==> src/rtl/memory_arbiter.sv <==
// Shares one main-memory block port between the I-cache and D-cache with a registered request path.
// Optional MEM_ARB_ROUND_ROBIN_EN: alternate grants on conflict instead of fixed D-over-I priority.
module memory_arbiter #(
    parameter int ADDR_WIDTH = 28,
    parameter int DATA_WIDTH = 128
) (
    input  logic                  CLK,
    input  logic                  RESET,
    input  logic                  I_READ,
    input  logic [ADDR_WIDTH-1:0] I_ADDRESS,
    output logic [DATA_WIDTH-1:0] I_READDATA,
    output logic                  I_BUSYWAIT,
    input  logic                  D_READ,
    input  logic                  D_WRITE,
    input  logic [ADDR_WIDTH-1:0] D_ADDRESS,
    input  logic [DATA_WIDTH-1:0] D_WRITEDATA,
    output logic [DATA_WIDTH-1:0] D_READDATA,
    output logic                  D_BUSYWAIT,
    output logic                  MEM_READ,
    output logic                  MEM_WRITE,
    output logic [ADDR_WIDTH-1:0] MEM_ADDRESS,
    output logic [DATA_WIDTH-1:0] MEM_WRITEDATA,
    input  logic [DATA_WIDTH-1:0] MEM_READDATA,
    input  logic                  MEM_BUSYWAIT
);

    typedef enum logic [1:0] {
        S_IDLE,
        S_SERVE,
        S_RESP
    } state_t;

    typedef enum logic {
        GRANT_I = 1'b0,
        GRANT_D = 1'b1
    } grant_t;

    state_t                state_q, state_d;
    grant_t                grant_q, grant_d;
    grant_t                last_grant_q, last_grant_d;
    logic                  first_q, first_d;
    logic                  mem_read_q, mem_read_d;
    logic                  mem_write_q, mem_write_d;
    logic [ADDR_WIDTH-1:0] mem_addr_q, mem_addr_d;
    logic [DATA_WIDTH-1:0] mem_wdata_q, mem_wdata_d;
    logic [DATA_WIDTH-1:0] rdata_q, rdata_d;

    logic req_i;
    logic req_d;
    logic pick_d;

    always_comb begin
        req_i = I_READ;
        req_d = D_READ | D_WRITE;
`ifdef MEM_ARB_ROUND_ROBIN_EN
        pick_d = req_d & (~req_i | (last_grant_q == GRANT_I));
`else
        pick_d = req_d;
`endif

        state_d      = state_q;
        grant_d      = grant_q;
        last_grant_d = last_grant_q;
        first_d      = first_q;
        mem_read_d   = mem_read_q;
        mem_write_d  = mem_write_q;
        mem_addr_d   = mem_addr_q;
        mem_wdata_d  = mem_wdata_q;
        rdata_d      = rdata_q;

        case (state_q)
            S_IDLE: begin
                if (req_i | req_d) begin
                    state_d = S_SERVE;
                    first_d = 1'b1;
                    if (pick_d) begin
                        // A simultaneous read+write from the D-cache is a write-back.
                        grant_d      = GRANT_D;
                        last_grant_d = GRANT_D;
                        mem_addr_d   = D_ADDRESS;
                        mem_wdata_d  = D_WRITEDATA;
                        mem_write_d  = D_WRITE;
                        mem_read_d   = ~D_WRITE;
                    end else begin
                        grant_d      = GRANT_I;
                        last_grant_d = GRANT_I;
                        mem_addr_d   = I_ADDRESS;
                        mem_write_d  = 1'b0;
                        mem_read_d   = 1'b1;
                    end
                end
            end
            S_SERVE: begin
                first_d = 1'b0;
                // Memory asserts busy combinationally off our strobe, so the first cycle is blind.
                if (!first_q && !MEM_BUSYWAIT) begin
                    if (mem_read_q) begin
                        rdata_d = MEM_READDATA;
                    end
                    mem_read_d  = 1'b0;
                    mem_write_d = 1'b0;
                    state_d     = S_RESP;
                end
            end
            S_RESP: begin
                state_d = S_IDLE;
            end
            default: begin
                state_d = S_IDLE;
            end
        endcase
    end

    always_ff @(posedge CLK) begin
        if (RESET) begin
            state_q      <= S_IDLE;
            grant_q      <= GRANT_I;
            last_grant_q <= GRANT_I;
            first_q      <= 1'b0;
            mem_read_q   <= 1'b0;
            mem_write_q  <= 1'b0;
            mem_addr_q   <= '0;
            mem_wdata_q  <= '0;
            rdata_q      <= '0;
        end else begin
            state_q      <= state_d;
            grant_q      <= grant_d;
            last_grant_q <= last_grant_d;
            first_q      <= first_d;
            mem_read_q   <= mem_read_d;
            mem_write_q  <= mem_write_d;
            mem_addr_q   <= mem_addr_d;
            mem_wdata_q  <= mem_wdata_d;
            rdata_q      <= rdata_d;
        end
    end

    assign I_BUSYWAIT    = I_READ & ~((state_q == S_RESP) & (grant_q == GRANT_I));
    assign D_BUSYWAIT    = (D_READ | D_WRITE) & ~((state_q == S_RESP) & (grant_q == GRANT_D));
    assign I_READDATA    = rdata_q;
    assign D_READDATA    = rdata_q;
    assign MEM_READ      = mem_read_q;
    assign MEM_WRITE     = mem_write_q;
    assign MEM_ADDRESS   = mem_addr_q;
    assign MEM_WRITEDATA = mem_wdata_q;

endmodule

==> config.mk <==
export PLATFORM = sky130hd
export DESIGN_NAME = memory_arbiter
export DESIGN_NICKNAME = d
export VERILOG_FILES = /design/src/rtl/memory_arbiter.sv
export SDC_FILE = /design/constraint.sdc
export NUM_CORES = 1
export LEC_CHECK = 0
export CAP_MARGIN = 10
export CORE_AREA = 2 2 284 286
export CTS_BUF_LIST = sky130_fd_sc_hd__clkbuf_4 sky130_fd_sc_hd__clkbuf_8
export DETAILED_ROUTE_END_ITERATION = 8
export DIE_AREA = 0 0 286 288
export PLACE_DENSITY_LB_ADDON = 0.3
export REMOVE_ABC_BUFFERS = 1
export SYNTH_ARGS = -nofsm -noshare
export SYNTH_HDL_FRONTEND = slang
export SYNTH_SLANG_ARGS = --single-unit
==> constraint.sdc <==
create_clock -name CLK -period 1.9 [get_ports CLK]
set_input_delay 0.475 -clock CLK [delete_from_list [all_inputs] [get_ports CLK]]
set_output_delay 0.475 -clock CLK [all_outputs]
set_load 0.005 [all_outputs]
Word level (Yosys, flattened, before mapping). Index checks and enable logic that the tools add are counted.

Bits of input ports: 318. Output and inout port bits: 416. Flip-flop bits (word level): 290. Logic and storage cells: 47.

Reductions and logical operators: 11. Eq/ne operators: 4. Bitwise operators: 10. Mux-type cells: 14.

Operator list (count): $mux 28 (1); $reduce_and 3->1 (3); $mux 1 (7); $pmux 1 s2 (3); $reduce_and 2->1 (3); $and 1x1->1 (4); $mux 2 (2); $ne 2x2->1 const B (2); $not 1->1 (4); $pmux 2 s2 (1); $eq 2x1->1 const B (1); $eq 2x2->1 const B (1); $logic_not 1->1 (2); $logic_not 2->1 (1); $or 1x1->1 (2); $reduce_bool 2->1 (1); $logic_and 1x1->1 (1).

Depth between registers and ports, before layout. Gate-level depths: netlist of the first run.

Depth after elaboration: 4. Gate-level depth with buffers: 6. Gate-level depth less buffers: 3.

Worst setup path after synthesis of the first run. No wires, ideal clock.

Path type: input to register. Start point: input MEM_BUSYWAIT. End point: register rdata_q[100] (netlist: D_READDATA[100]). Setup slack: 218 ps. Data arrival time: 1611 ps. Stages on the path: 5. Cell sequence: or4b_4 nor2_2 buf_6 buf_6 mux2i_1.

Cells in the longest elaborated chain, start to end: 3.

Ends and longest elaborated chain: start, declared (RTL line 24) `input logic MEM_BUSYWAIT`; $logic_not 1->1 (RTL line 96) `if (!first_q && !MEM_BUSYWAIT) begin`; $logic_and 1x1->1 (RTL line 96); $reduce_and 3->1 (no line); end signal, assigned (RTL line 134) `rdata_q <= rdata_d;`; end, declared (RTL line 46) `logic [DATA_WIDTH-1:0] rdata_q, rdata_d;`.

No other way between the ends. A chain may end at the register's enable or synchronous reset.

Worst setup path after layout of the first run.
Start point: register grant_q. End point: output I_BUSYWAIT.

Cells in the longest elaborated chain, start to end: 4.

Ends and longest elaborated chain: start, declared (RTL line 39) `grant_t grant_q, grant_d;`; start signal, assigned (RTL line 127) `grant_q <= grant_d;`; $not 1->1 (RTL line 138) `assign I_BUSYWAIT = I_READ & ~((state_q == S_RESP) & (grant_q == GRANT_I));`; $and 1x1->1 (RTL line 138); $not 1->1 (RTL line 138); $and 1x1->1 (RTL line 138); end, declared (RTL line 12) `output logic I_BUSYWAIT,`.

No other way between the ends.

==> results of run 1 <==
critical path, cell delays in order, from the launching register on:
cell and delay [ns]:
sky130_fd_sc_hd__dfxtp_4 0.35, sky130_fd_sc_hd__o31a_1 0.38, sky130_fd_sc_hd__buf_2 0.16
cells in the mapped netlist (4+ instances only):
cell / count / share of area (%)
sky130_fd_sc_hd__a21oi_1: 159 / 6.1
sky130_fd_sc_hd__a311oi_1: 28 / 1.9
sky130_fd_sc_hd__buf_1: 11 / 0.32
sky130_fd_sc_hd__buf_2: 7 / 0.27
sky130_fd_sc_hd__buf_4: 128 / 7.4
sky130_fd_sc_hd__buf_6: 14 / 1.2
sky130_fd_sc_hd__clkbuf_1: 102 / 3.0
sky130_fd_sc_hd__dfxtp_1: 290 / 45
sky130_fd_sc_hd__inv_1: 4 / 0.12
sky130_fd_sc_hd__mux2i_1: 128 / 9.9
sky130_fd_sc_hd__nand2_1: 58 / 1.7
sky130_fd_sc_hd__nand2b_1: 256 / 12
sky130_fd_sc_hd__nand3_1: 129 / 5.0
sky130_fd_sc_hd__nor2_1: 4 / 0.12
sky130_fd_sc_hd__o21ai_0: 129 / 5.0
through the flow:
stage,utilization (%),cells,setup WS (ns)
2_1_floorplan,-,1200,-4.692
3_3_place_gp,26.20,3070,-0.5865
3_5_place_dp,26.20,3070,-0.5562
4_1_cts,27.77,3210,-0.1338
5_1_grt,27.89,3217,-0.1532
6_report,27.90,3220,-0.07608
power groups by stage:
stage	combinational (W)	clock, W	sequential, W
3_5_place_dp	0.00306	0	0.00676
2_1_floorplan	0.000919	0	0.00676
6_report	0.00286	0.00647	0.00660
4_1_cts	0.00285	0.00675	0.00660
5_1_grt	0.00311	0.00703	0.00664
3_3_place_gp	0.00304	0	0.00675
cell type report:
cell class / instances / area [um2] / share of cell area, %
Timing Repair Buffer: 860 / 8063 / 36.29
Sequential cell: 290 / 6045 / 27.20
Multi-Input combinational cell: 906 / 5609 / 25.24
Tap cell: 1060 / 1326 / 5.969
Clock buffer: 89 / 1119 / 5.034
Clock inverter: 5 / 27.53 / 0.1239
Inverter: 4 / 15.01 / 0.06758
Antenna cell: 6 / 15.01 / 0.06758
cell families after synthesis:
kind of cell	Yosys count
AOI/OAI and AO/OA	323
buffers and inverters	266
DFF	290
muxes	128
and+or+nand+nor	455
how the worst min path moves through the flow:
stage | from | to | slack [ns]
floorplan | grant_q | grant_q | 0.46
finish | RESET | MEM_WRITEDATA[86] | 0.29
CTS | RESET | MEM_WRITEDATA[86] | 0.25
global placement | MEM_WRITEDATA[23] | MEM_WRITEDATA[23] | 0.46
detailed placement | MEM_WRITEDATA[87] | MEM_WRITEDATA[87] | 0.47
global route | RESET | MEM_WRITEDATA[86] | 0.28
per-layer routing:
| metal | up-vias | track usage (%) |
|---|---|---|
| met3 | 99 | 5.190 |
| met2 | 572 | 22.99 |
| met4 | 14 | 4.162 |
| li1 | 6159 | - |
| met5 | - | 0 |
| met1 | 6051 | 14.10 |
flip-flops by register name, indices dropped and copies added (netlist names):
register / count
MEM_READ: 1
grant_q: 1
D_READDATA: 128
state_q: 2
MEM_WRITE: 1
MEM_ADDRESS: 28
first_q: 1
MEM_WRITEDATA: 128
repair_timing:
| action | CTS | global route |
|---|---|---|
| cloned | 0 | 1 |
| setup buffers | 46 | 3 |
| resized for setup | 604 | 12 |
| hold buffers | 0 | 0 |
| pin swaps | 2 | 1 |
| setup endpoints to repair | 416 | 146 |
==> impl_metrics.yaml, run 1 <==
run_status:
  status: "finished with violations"
  violated_checks: "negative setup slack"
sta:
  setup_repair_after_global_routing_missed_its_margin: "yes"
  hold_ws_ns: 0.2936
  fmax_ghz: 0.5061
  skew_ns: 0.01473
  setup_viol: 87
  max_slew.worst_pin.slew_ns: 0.5095
  relSlewSlack_pct: 66.03
  final_period_minus_worst_setup_slack_ns: 1.976
  setup_total_negative_slack_ns: -2.670
  final_hold_viols: 0
  post-route-period-util_pct: 104.0
  finalMaxSlewViolations: 0
  setup_ws_ns: -0.07608
global_route:
  grt_start_max_net_pins: 80
  grt_overflow: 0
  gr-usage-all-layers_pct: 12.99
  grt_antenna_before_repair: 17
  number_of_global_route_vias_before_repair: 13140
  grt_pass1_wl_um: 81900
floorplan:
  num_io_pins: 734
  design.core.area_um2: 79640
  initial_utilization_pct: 16.26
  chipWidth_um: 286
  die_area_um2: 82370
  chipHeight_um: 288
  rows: 104
detailed_routing:
  vias: 12900
  detailedRoute.firstIterationViolations: 438
  drtPass1Iterations: 5
  avgRoutedWirePerCell_um: 17.79
  vias_per_cell: 4.005
  postRouteAntennaNets: 0
  drt_wl_total_um: 57280
  route.top_layer_used: "met5"
  route.met2.wl_um: 28210
  post-route-drc-count: 0
  met3_length_um: 5646
  wl_met1_um: 21670
clock_tree:
  cts_max_level: 2
  tritoncts_num_sinks: 290
  clk_transition_reported_paths_ns: 0.06
  insertion_delay_ns: 0.63
  clock_tree.root_cell: "sky130_fd_sc_hd__clkbuf_8"
  cts_buffer_depth: 3
  tritoncts_clock_tree: "done"
  numCtsBuffers: 58
synthesis:
  synth-edff-count: 0
  async_flop_share_pct: 0
  synth_cell_types: 24
  synth.cell_area_um2: 12950
  ys.warnings.count: 0
  synth_simple_gate_area_share_pct: 19.62
  post_synth_inst_count: 1462
  synthesis.area_per_instance_um2: 8.859
  main_combinational_cell_family_by_area_after_synthesis: "simple AND/OR/NAND/NOR gates"
  adder_cell_fraction_of_synth_area_pct: 0
  compound_gate_portion_of_the_synthesized_area_pct: 13.37
  yosys_register_bits: 290
  yosysSeqAreaShare_pct: 44.82
  proportion_of_synthesized_area_in_mux_cells_pct: 9.892
  synth-main-ff-cell: "sky130_fd_sc_hd__dfxtp_1"
  area_share_of_xor_xnor_cells_in_the_synthesized_design_pct: 0
min_path:
  hold_depth: 2
  hold_path.class: "in -> reg"
place:
  placedInstanceArea_um2: 20860
  dpl.hpwl_um: 42200
  globalplace.congestion: 0.7989
  placement.io_buffers: 733
final_layout:
  n_fill_cell: 8681
  fin_area_um2: 22220
  layout_commonest_cell: "sky130_fd_sc_hd__dlygate4sd2_1"
  flow.area_growth_from_synthesis_pct: 71.54
  post_route_cells_drive_above_1_share_pct: 16.95
  layout.cells.most_common_list: "sky130_fd_sc_hd__dlygate4sd2_1, sky130_fd_sc_hd__clkdlybuf4s50_1, sky130_fd_sc_hd__nand2b_1, sky130_fd_sc_hd__dfxtp_1, sky130_fd_sc_hd__a21oi_1"
  layout.nets: 2438
power:
  p_leak_nw: 9.741
  power.switching_fraction_pct: 26.82
  intPower_w: 0.01165
  p_per_cell_area_nw_per_um2: 716.7
  power_w: 0.01592
  vdd_drop_max_mv: 0.4212
  power_frac_clock_pct: 40.6
  comb_power_share_pct: 17.9
  relative_contribution_of_sequential_cells_to_total_power_pct: 41.4
  switching_power_w: 0.004271
setup_path:
  path_max_fanout: 3
  r2r-end: "D_READDATA[64]"
  reg2reg_setup_slack_ns: -0.07
  end_kind: "primary output"
  critPathRequiredTime_ns: 1.42
  criticalPathCategory: "reg -> out"
  critical_path.startpoint_type: "flip-flop"
  regToRegStartpoint: "state_q[1]"
  worst_setup_path_endpoint: "I_BUSYWAIT"
  cp_data_arrival_time_ns: 1.50
  timing.reg2reg.worst_path_depth: 7
  crit_path_start: "grant_q"
flow_run:
  timing.max_cap.violations: 0
Power figures use the tool's default switching activity.
==> inputs of run 2 (changes only) <==
- ABC_AREA: unset -> 1
- ABC_CLOCK_PERIOD_IN_PS: unset -> 1900
- CORE_AREA: 2 2 284 286 -> 2 2 283 285
- DIE_AREA: 0 0 286 288 -> 0 0 285 287
==> run 2 against run 1 <==
Compared with the run above:
- the run still ends with negative setup slack left
- first-iteration DRC count decreased by 7.5%
- synthesized cell count grew 3.0%
- flip-flop and latch count did not move
- largest cell class unchanged
- total power grew 0.61%
- non-clock buffer count is 41 lower
- critical path type unchanged
- routed wire length rose by 2.1%
- fmax grew 2.8%
- critical path depth rose by 2
- final cell count rose by 0.31%
- highest routed layer unchanged
- critical endpoint unchanged
- clock power down 5.4%
- sequential share of layout area increased by 2.4 points
==> impl_metrics.yaml, run 2 <==
setup_path:
  reg2reg_setup_slack_ns: 0.21
  timing.reg2reg.worst_path_depth: 7
  r2r-end: "MEM_WRITEDATA[47]"
  path_max_fanout: 3
  critical_path.startpoint_type: "flip-flop"
  critPathRequiredTime_ns: 1.42
  regToRegStartpoint: "state_q[0]"
  end_kind: "primary output"
  cp_data_arrival_time_ns: 1.45
  criticalPathCategory: "reg -> out"
final_layout:
  flow.area_growth_from_synthesis_pct: 77.45
  post_route_cells_drive_above_1_share_pct: 15.31
  fin_area_um2: 20510
  final-instance-count-excl-fill: 3230
  layout_commonest_cell: "sky130_fd_sc_hd__dlygate4sd2_1"
  layout.cells.most_common_list: "sky130_fd_sc_hd__dlygate4sd2_1, sky130_fd_sc_hd__nor2_1, sky130_fd_sc_hd__clkdlybuf4s50_1, sky130_fd_sc_hd__dfxtp_1, sky130_fd_sc_hd__nand2_1"
  layout.nets: 2457
global_route:
  grt.met2_usage_pct: 23.69
  grt.busiest_layer: "met2"
  grt_antenna_before_repair: 23
  grt_pass1_wl_um: 83300
  grt_start_max_net_pins: 90
  grt_overflow: 0
  grt_util_met3_pct: 4.460
  gr-usage-all-layers_pct: 13.45
  global_route.usage.met1_pct: 15.61
  number_of_global_route_vias_before_repair: 12630
detailed_routing:
  vias: 12560
  detailedRoute.firstIterationViolations: 405
  vias_per_cell: 3.889
  drt_wl_total_um: 58510
  avgRoutedWirePerCell_um: 18.11
  drtPass1Iterations: 4
  postRouteAntennaNets: 0
  post-route-drc-count: 0
synthesis:
  largest_area_contributor_in_the_synthesized_netlist: "sky130_fd_sc_hd__dfxtp_1"
  synth_top_area_share_pct: 50.22
  synth.cell_area_um2: 11560
  yosysMostFrequentCell: "sky130_fd_sc_hd__nor2_1"
  synthesis.area_per_instance_um2: 7.676
  ys.warnings.count: 0
  synth-edff-count: 0
  synth_cell_types: 19
  synth_top_cells_by_area: "sky130_fd_sc_hd__dfxtp_1, sky130_fd_sc_hd__nor2_1, sky130_fd_sc_hd__buf_4"
  yosys-top-cells-count: "sky130_fd_sc_hd__nor2_1, sky130_fd_sc_hd__dfxtp_1, sky130_fd_sc_hd__nand2_1"
  async_flop_share_pct: 0
  post_synth_inst_count: 1506
  yosysSeqAreaShare_pct: 50.22
  yosys_register_bits: 290
  synth-main-ff-cell: "sky130_fd_sc_hd__dfxtp_1"
clock_tree:
  cts_hold_buffers: 0
  insertion_delay_ns: 0.61
  cts_buffer_depth: 3
  cts_max_level: 2
  tritoncts_clock_tree: "done"
  clock_tree.root_cell: "sky130_fd_sc_hd__clkbuf_8"
  clk_transition_reported_paths_ns: 0.06
  numCtsBuffers: 53
  tritoncts_num_sinks: 290
floorplan:
  design.core.area_um2: 78610
  num_io_pins: 734
  rows: 103
  initial_utilization_pct: 14.70
  chipWidth_um: 285
  die_area_um2: 81800
  chipHeight_um: 287
run_status:
  violated_checks: "negative setup slack"
  status: "finished with violations"
power:
  vdd_drop_max_mv: 0.2817
  switching_power_w: 0.004420
  power_w: 0.01602
  p_per_cell_area_nw_per_um2: 781.1
  power.switching_fraction_pct: 27.59
  comb_power_share_pct: 19.3
  intPower_w: 0.01160
  p_leak_nw: 9.758
  power_frac_clock_pct: 38.2
  relative_contribution_of_sequential_cells_to_total_power_pct: 42.6
min_path:
  hold_path.class: "reg -> reg"
  hold_path_end: "MEM_ADDRESS[0]"
  hold_depth: 2
  holdCritStartpoint: "MEM_ADDRESS[0]"
flow_run:
  timing.max_cap.violations: 0
place:
  globalplace.congestion: 0.8773
  placement.io_buffers: 733
  post-place-cells: 3104
  dpl.hpwl_um: 43660
  placedInstanceArea_um2: 19390
sta:
  setup_ws_ns: -0.02172
  relSlewSlack_pct: 67.51
  max_slew.worst_pin.slew_ns: 0.4873
  final_hold_viols: 0
  final_period_minus_worst_setup_slack_ns: 1.922
  finalMaxSlewViolations: 0
  skew_ns: 0.01704
  fmax_ghz: 0.5204
  hold_ws_ns: 0.4617
  post-route-period-util_pct: 101.1
  setup_repair_after_global_routing_missed_its_margin: "yes"
  setup_viol: 1
run 2: critical path: stages (launching register included):
cell and delay, ns:
sky130_fd_sc_hd__dfxtp_4 0.36, sky130_fd_sc_hd__buf_6 0.12, sky130_fd_sc_hd__o31ai_4 0.16, sky130_fd_sc_hd__inv_1 0.06, sky130_fd_sc_hd__buf_2 0.14
run 2: cell type report:
cell class | count | area (um2)
diodes | 5 | 12.51
clock buffers | 84 | 1044
clock inverters | 7 | 40.04
fillers | 8672 | 58100
inverters | 9 | 46.29
multi-input cells | 966 | 4215
flip-flops and latches | 290 | 6063
well taps | 1050 | 1314
repair buffers | 819 | 7779
run 2: timing repair:
action                                  CTS  global route
pin swaps                                 1             1
setup buffers                            31             0
resized for setup                       625             4
endpoints found under the setup margin  416             4
endpoints found under the hold margin     0             0
run 2: cells by family (layout without fill, tap and decap cells):
kind of cell,Yosys count,count (layout),synth area share [%]
other,0,5,0
DFF,290,290,50.22
and+or+nand+nor,675,675,23.53
buffers and inverters,250,919,13.63
AOI/OAI and AO/OA,291,291,12.62
run 2: per-layer routing:
metal  share of wire, %  vias up
met3                8.7      100
met5               0.14        -
met2                 48      567
li1                   -     6032
met4                2.1       14
met1                 41     5847
run 2: metrics by stage:
stage | worst slack [ns] | utilization (%) | setup TNS [ns]
floorplan | -2.742 | - | -502.15
global placement | -0.3590 | 24.67 | -43.20
detailed placement | -0.3897 | 24.67 | -40.47
CTS | -0.1124 | 26.09 | -0.1980
global route | -0.1185 | 26.09 | -0.1185
finish | -0.02172 | 26.09 | -0.02172
run 2: worst max-delay path by stage:
stage	startpoint	endpoint	slack, ns	depth (start not counted)
after detailed placement	D_WRITE	MEM_WRITEDATA[47]	-0.39	9
final	state_q[0]	I_BUSYWAIT	-0.02	4
after floorplan	MEM_BUSYWAIT	D_READDATA[0]	-2.74	5
after CTS	state_q[0]	D_BUSYWAIT	-0.11	5
after global placement	D_READ	MEM_WRITEDATA[47]	-0.36	9
after global routing	state_q[0]	I_BUSYWAIT	-0.12	4
run 2: power by group through the flow:
stage                     Combinational [W]  Clock, W  Sequential [W]
after floorplan                    0.000949         0         0.00698
after global placement              0.00341         0         0.00696
after detailed placement            0.00342         0         0.00698
after CTS                           0.00315   0.00639         0.00682
after global routing                0.00339   0.00665         0.00687
final                               0.00308   0.00612         0.00682
==> inputs of run 3 (changes only) <==
- TNS_END_PERCENT: unset -> 5
==> run 3 against run 2 <==
Compared with the run above:
- the flow still finishes with violations (negative setup slack)
- final cell count down 0.84%
- first-iteration DRC count fell by 3.5%
- fmax about the same
- sequential share of layout area rose by 0.28 points
- count of clock-buffer cells in the layout unchanged
- setup slack got worse by 0.0014 ns
- clock skew up 0.0028 ns
- routed wire length decreased by 2.0%
- utilization is 0.25 points lower
- critical endpoint unchanged
==> impl_metrics.yaml, run 3 (synthesis results as in run 2) <==
run_status:
  status: "finished with violations"
  violated_checks: "negative setup slack"
clock_tree:
  clock_tree.root_cell: "sky130_fd_sc_hd__clkbuf_8"
  numCtsBuffers: 53
  cts_max_level: 2
  cts_buffer_depth: 3
  tritoncts_num_sinks: 290
  tritoncts_clock_tree: "done"
  insertion_delay_ns: 0.61
  cts_hold_buffers: 0
  clk_transition_reported_paths_ns: 0.06
final_layout:
  flow.area_growth_from_synthesis_pct: 75.77
  layout_commonest_cell: "sky130_fd_sc_hd__dlygate4sd2_1"
  layout.nets: 2434
  layout.cells.most_common_list: "sky130_fd_sc_hd__dlygate4sd2_1, sky130_fd_sc_hd__nor2_1, sky130_fd_sc_hd__clkdlybuf4s50_1, sky130_fd_sc_hd__dfxtp_1, sky130_fd_sc_hd__nand2_1"
  n_fill_cell: 8684
  post_route_cells_drive_above_1_share_pct: 14.36
sta:
  post-route-period-util_pct: 101.2
  setup_viol: 2
  final_hold_viols: 0
  skew_ns: 0.01981
  setup_total_negative_slack_ns: -0.03932
  setup_ws_ns: -0.02315
  setup_repair_after_global_routing_missed_its_margin: "yes"
  relSlewSlack_pct: 66.33
  fmax_ghz: 0.5200
  max_slew.worst_pin.slew_ns: 0.5051
  final_period_minus_worst_setup_slack_ns: 1.923
  finalMaxSlewViolations: 0
setup_path:
  path_max_fanout: 3
  cp_data_arrival_time_ns: 1.45
  reg2reg_setup_slack_ns: 0.21
  timing.critical_path.slowest_cell_delay_ns: 0.36
  regToRegStartpoint: "state_q[0]"
  critPathRequiredTime_ns: 1.42
  timing.reg2reg.worst_path_depth: 7
  timing.critical_path.cells: "buf_6, o31ai_4, inv_1, buf_2"
  critical_path.startpoint_type: "flip-flop"
  end_kind: "primary output"
  criticalPathCategory: "reg -> out"
  r2r-end: "MEM_WRITEDATA[47]"
  crit_path_top_delay_cell: "sky130_fd_sc_hd__dfxtp_4"
global_route:
  grt_antenna_before_repair: 20
  number_of_global_route_vias_before_repair: 12500
  gr-usage-all-layers_pct: 13.19
  grt_overflow: 0
  grt_pass1_wl_um: 81800
  grt_start_max_net_pins: 90
detailed_routing:
  post-route-drc-count: 0
  detailedRoute.firstIterationViolations: 391
  wl_met1_um: 22870
  route.met2.wl_um: 27810
  route.top_layer_used: "met5"
  vias_per_cell: 3.888
  met3_length_um: 5047
  avgRoutedWirePerCell_um: 17.90
  drtPass1Iterations: 4
  postRouteAntennaNets: 0
  drt_wl_total_um: 57320
  vias: 12450
min_path:
  holdCritStartpoint: "MEM_ADDRESS[0]"
  hold_path.class: "reg -> reg"
  hold_depth: 2
  hold_path_end: "MEM_ADDRESS[0]"
flow_run:
  timing.max_cap.violations: 0
power:
  power_w: 0.01598
  switching_power_w: 0.004398
  power_frac_clock_pct: 38.3
  intPower_w: 0.01158
  p_per_cell_area_nw_per_um2: 786.6
  comb_power_share_pct: 19.1
  relative_contribution_of_sequential_cells_to_total_power_pct: 42.7
  p_leak_nw: 9.685
  power.switching_fraction_pct: 27.52
  vdd_drop_max_mv: 0.2817
floorplan:
  design.core.area_um2: 78610
  chipHeight_um: 287
  num_io_pins: 734
  chipWidth_um: 285
  initial_utilization_pct: 14.70
  die_area_um2: 81800
  rows: 103
place:
  globalplace.congestion: 0.8773
  dpl.hpwl_um: 43660
  placement.io_buffers: 733
==> run 3: cell types whose count changed in the layout (fill, tap and decap cells not counted) <==
cell / delta
sky130_fd_sc_hd__clkdlybuf4s15_1: -12
sky130_fd_sc_hd__buf_2: -1
sky130_fd_sc_hd__buf_4: -20
sky130_fd_sc_hd__diode_2: -4
sky130_fd_sc_hd__clkbuf_2: -1
sky130_fd_sc_hd__clkdlybuf4s15_2: +1
sky130_fd_sc_hd__buf_6: -3
sky130_fd_sc_hd__dlygate4sd2_1: +12
sky130_fd_sc_hd__dlymetal6s2s_1: +1
==> run 3: worst max-delay path by stage <==
stage,start,endpoint,cells after the start
3_3_place_gp,D_READ,MEM_WRITEDATA[47],9
3_5_place_dp,D_WRITE,MEM_WRITEDATA[47],9
2_1_floorplan,MEM_BUSYWAIT,D_READDATA[0],5
5_1_grt,state_q[0],D_BUSYWAIT,5
6_report,state_q[0],I_BUSYWAIT,4
4_1_cts,D_READDATA[60],D_READDATA[60],1
==> run 3: routing by layer <==
metal / track usage, % / up-vias
met5: 0 / -
met4: 3.717 / 12
met3: 4.421 / 101
met2: 23.34 / 554
met1: 15.07 / 5800
li1: - / 5986
==> run 3: worst max-delay path, delay by kind of cell (launching register included) <==
| family | cells | cell delay, ns |
|---|---|---|
| DFF | 1 | 0.36 |
| buffers and inverters | 3 | 0.32 |
| AOI/OAI and AO/OA | 1 | 0.16 |
==> run 3: what timing repair did <==
item,4_1_cts,5_1_grt
setup endpoints to repair,416,4
pin swaps,1,0
buffers inserted,7,0
resized for setup,608,3
==> run 3: power by group through the flow <==
| stage | combinational, W | sequential [W] | clock [W] |
|---|---|---|---|
| 2_1_floorplan | 0.000949 | 0.00698 | 0 |
| 6_report | 0.00305 | 0.00682 | 0.00612 |
| 5_1_grt | 0.00335 | 0.00688 | 0.00665 |
| 4_1_cts | 0.00311 | 0.00683 | 0.00639 |
| 3_5_place_dp | 0.00342 | 0.00698 | 0 |
| 3_3_place_gp | 0.00341 | 0.00696 | 0 |
==> run 3: final cells by class <==
cell class	instances	area, um2	share of cell area (%)
sequential	290	6063	29.84
clock buffer	84	1044	5.136
multi-input combinational	966	4215	20.75
tap	1050	1314	6.466
timing repair buffer	796	7594	37.37
clock inverter	7	40.04	0.1971
inverter	9	46.29	0.2278
antenna	1	2.502	0.01232
==> run 3: metrics by stage <==
step / util [%] / setup slack, ns / hold slack (ns) / cell area (um2) / instances
5_1_grt: 25.85 / -0.1391 / 0.4223 / 20320 / 3203
3_5_place_dp: 24.67 / -0.3897 / 0.4576 / 19390 / 3104
3_3_place_gp: 24.67 / -0.3590 / 0.4529 / 19390 / 3104
2_1_floorplan: - / -2.742 / 0.4469 / 10020 / 1265
4_1_cts: 25.83 / -0.1581 / 0.4036 / 20310 / 3202
6_report: 25.85 / -0.02315 / 0.4616 / 20320 / 3203
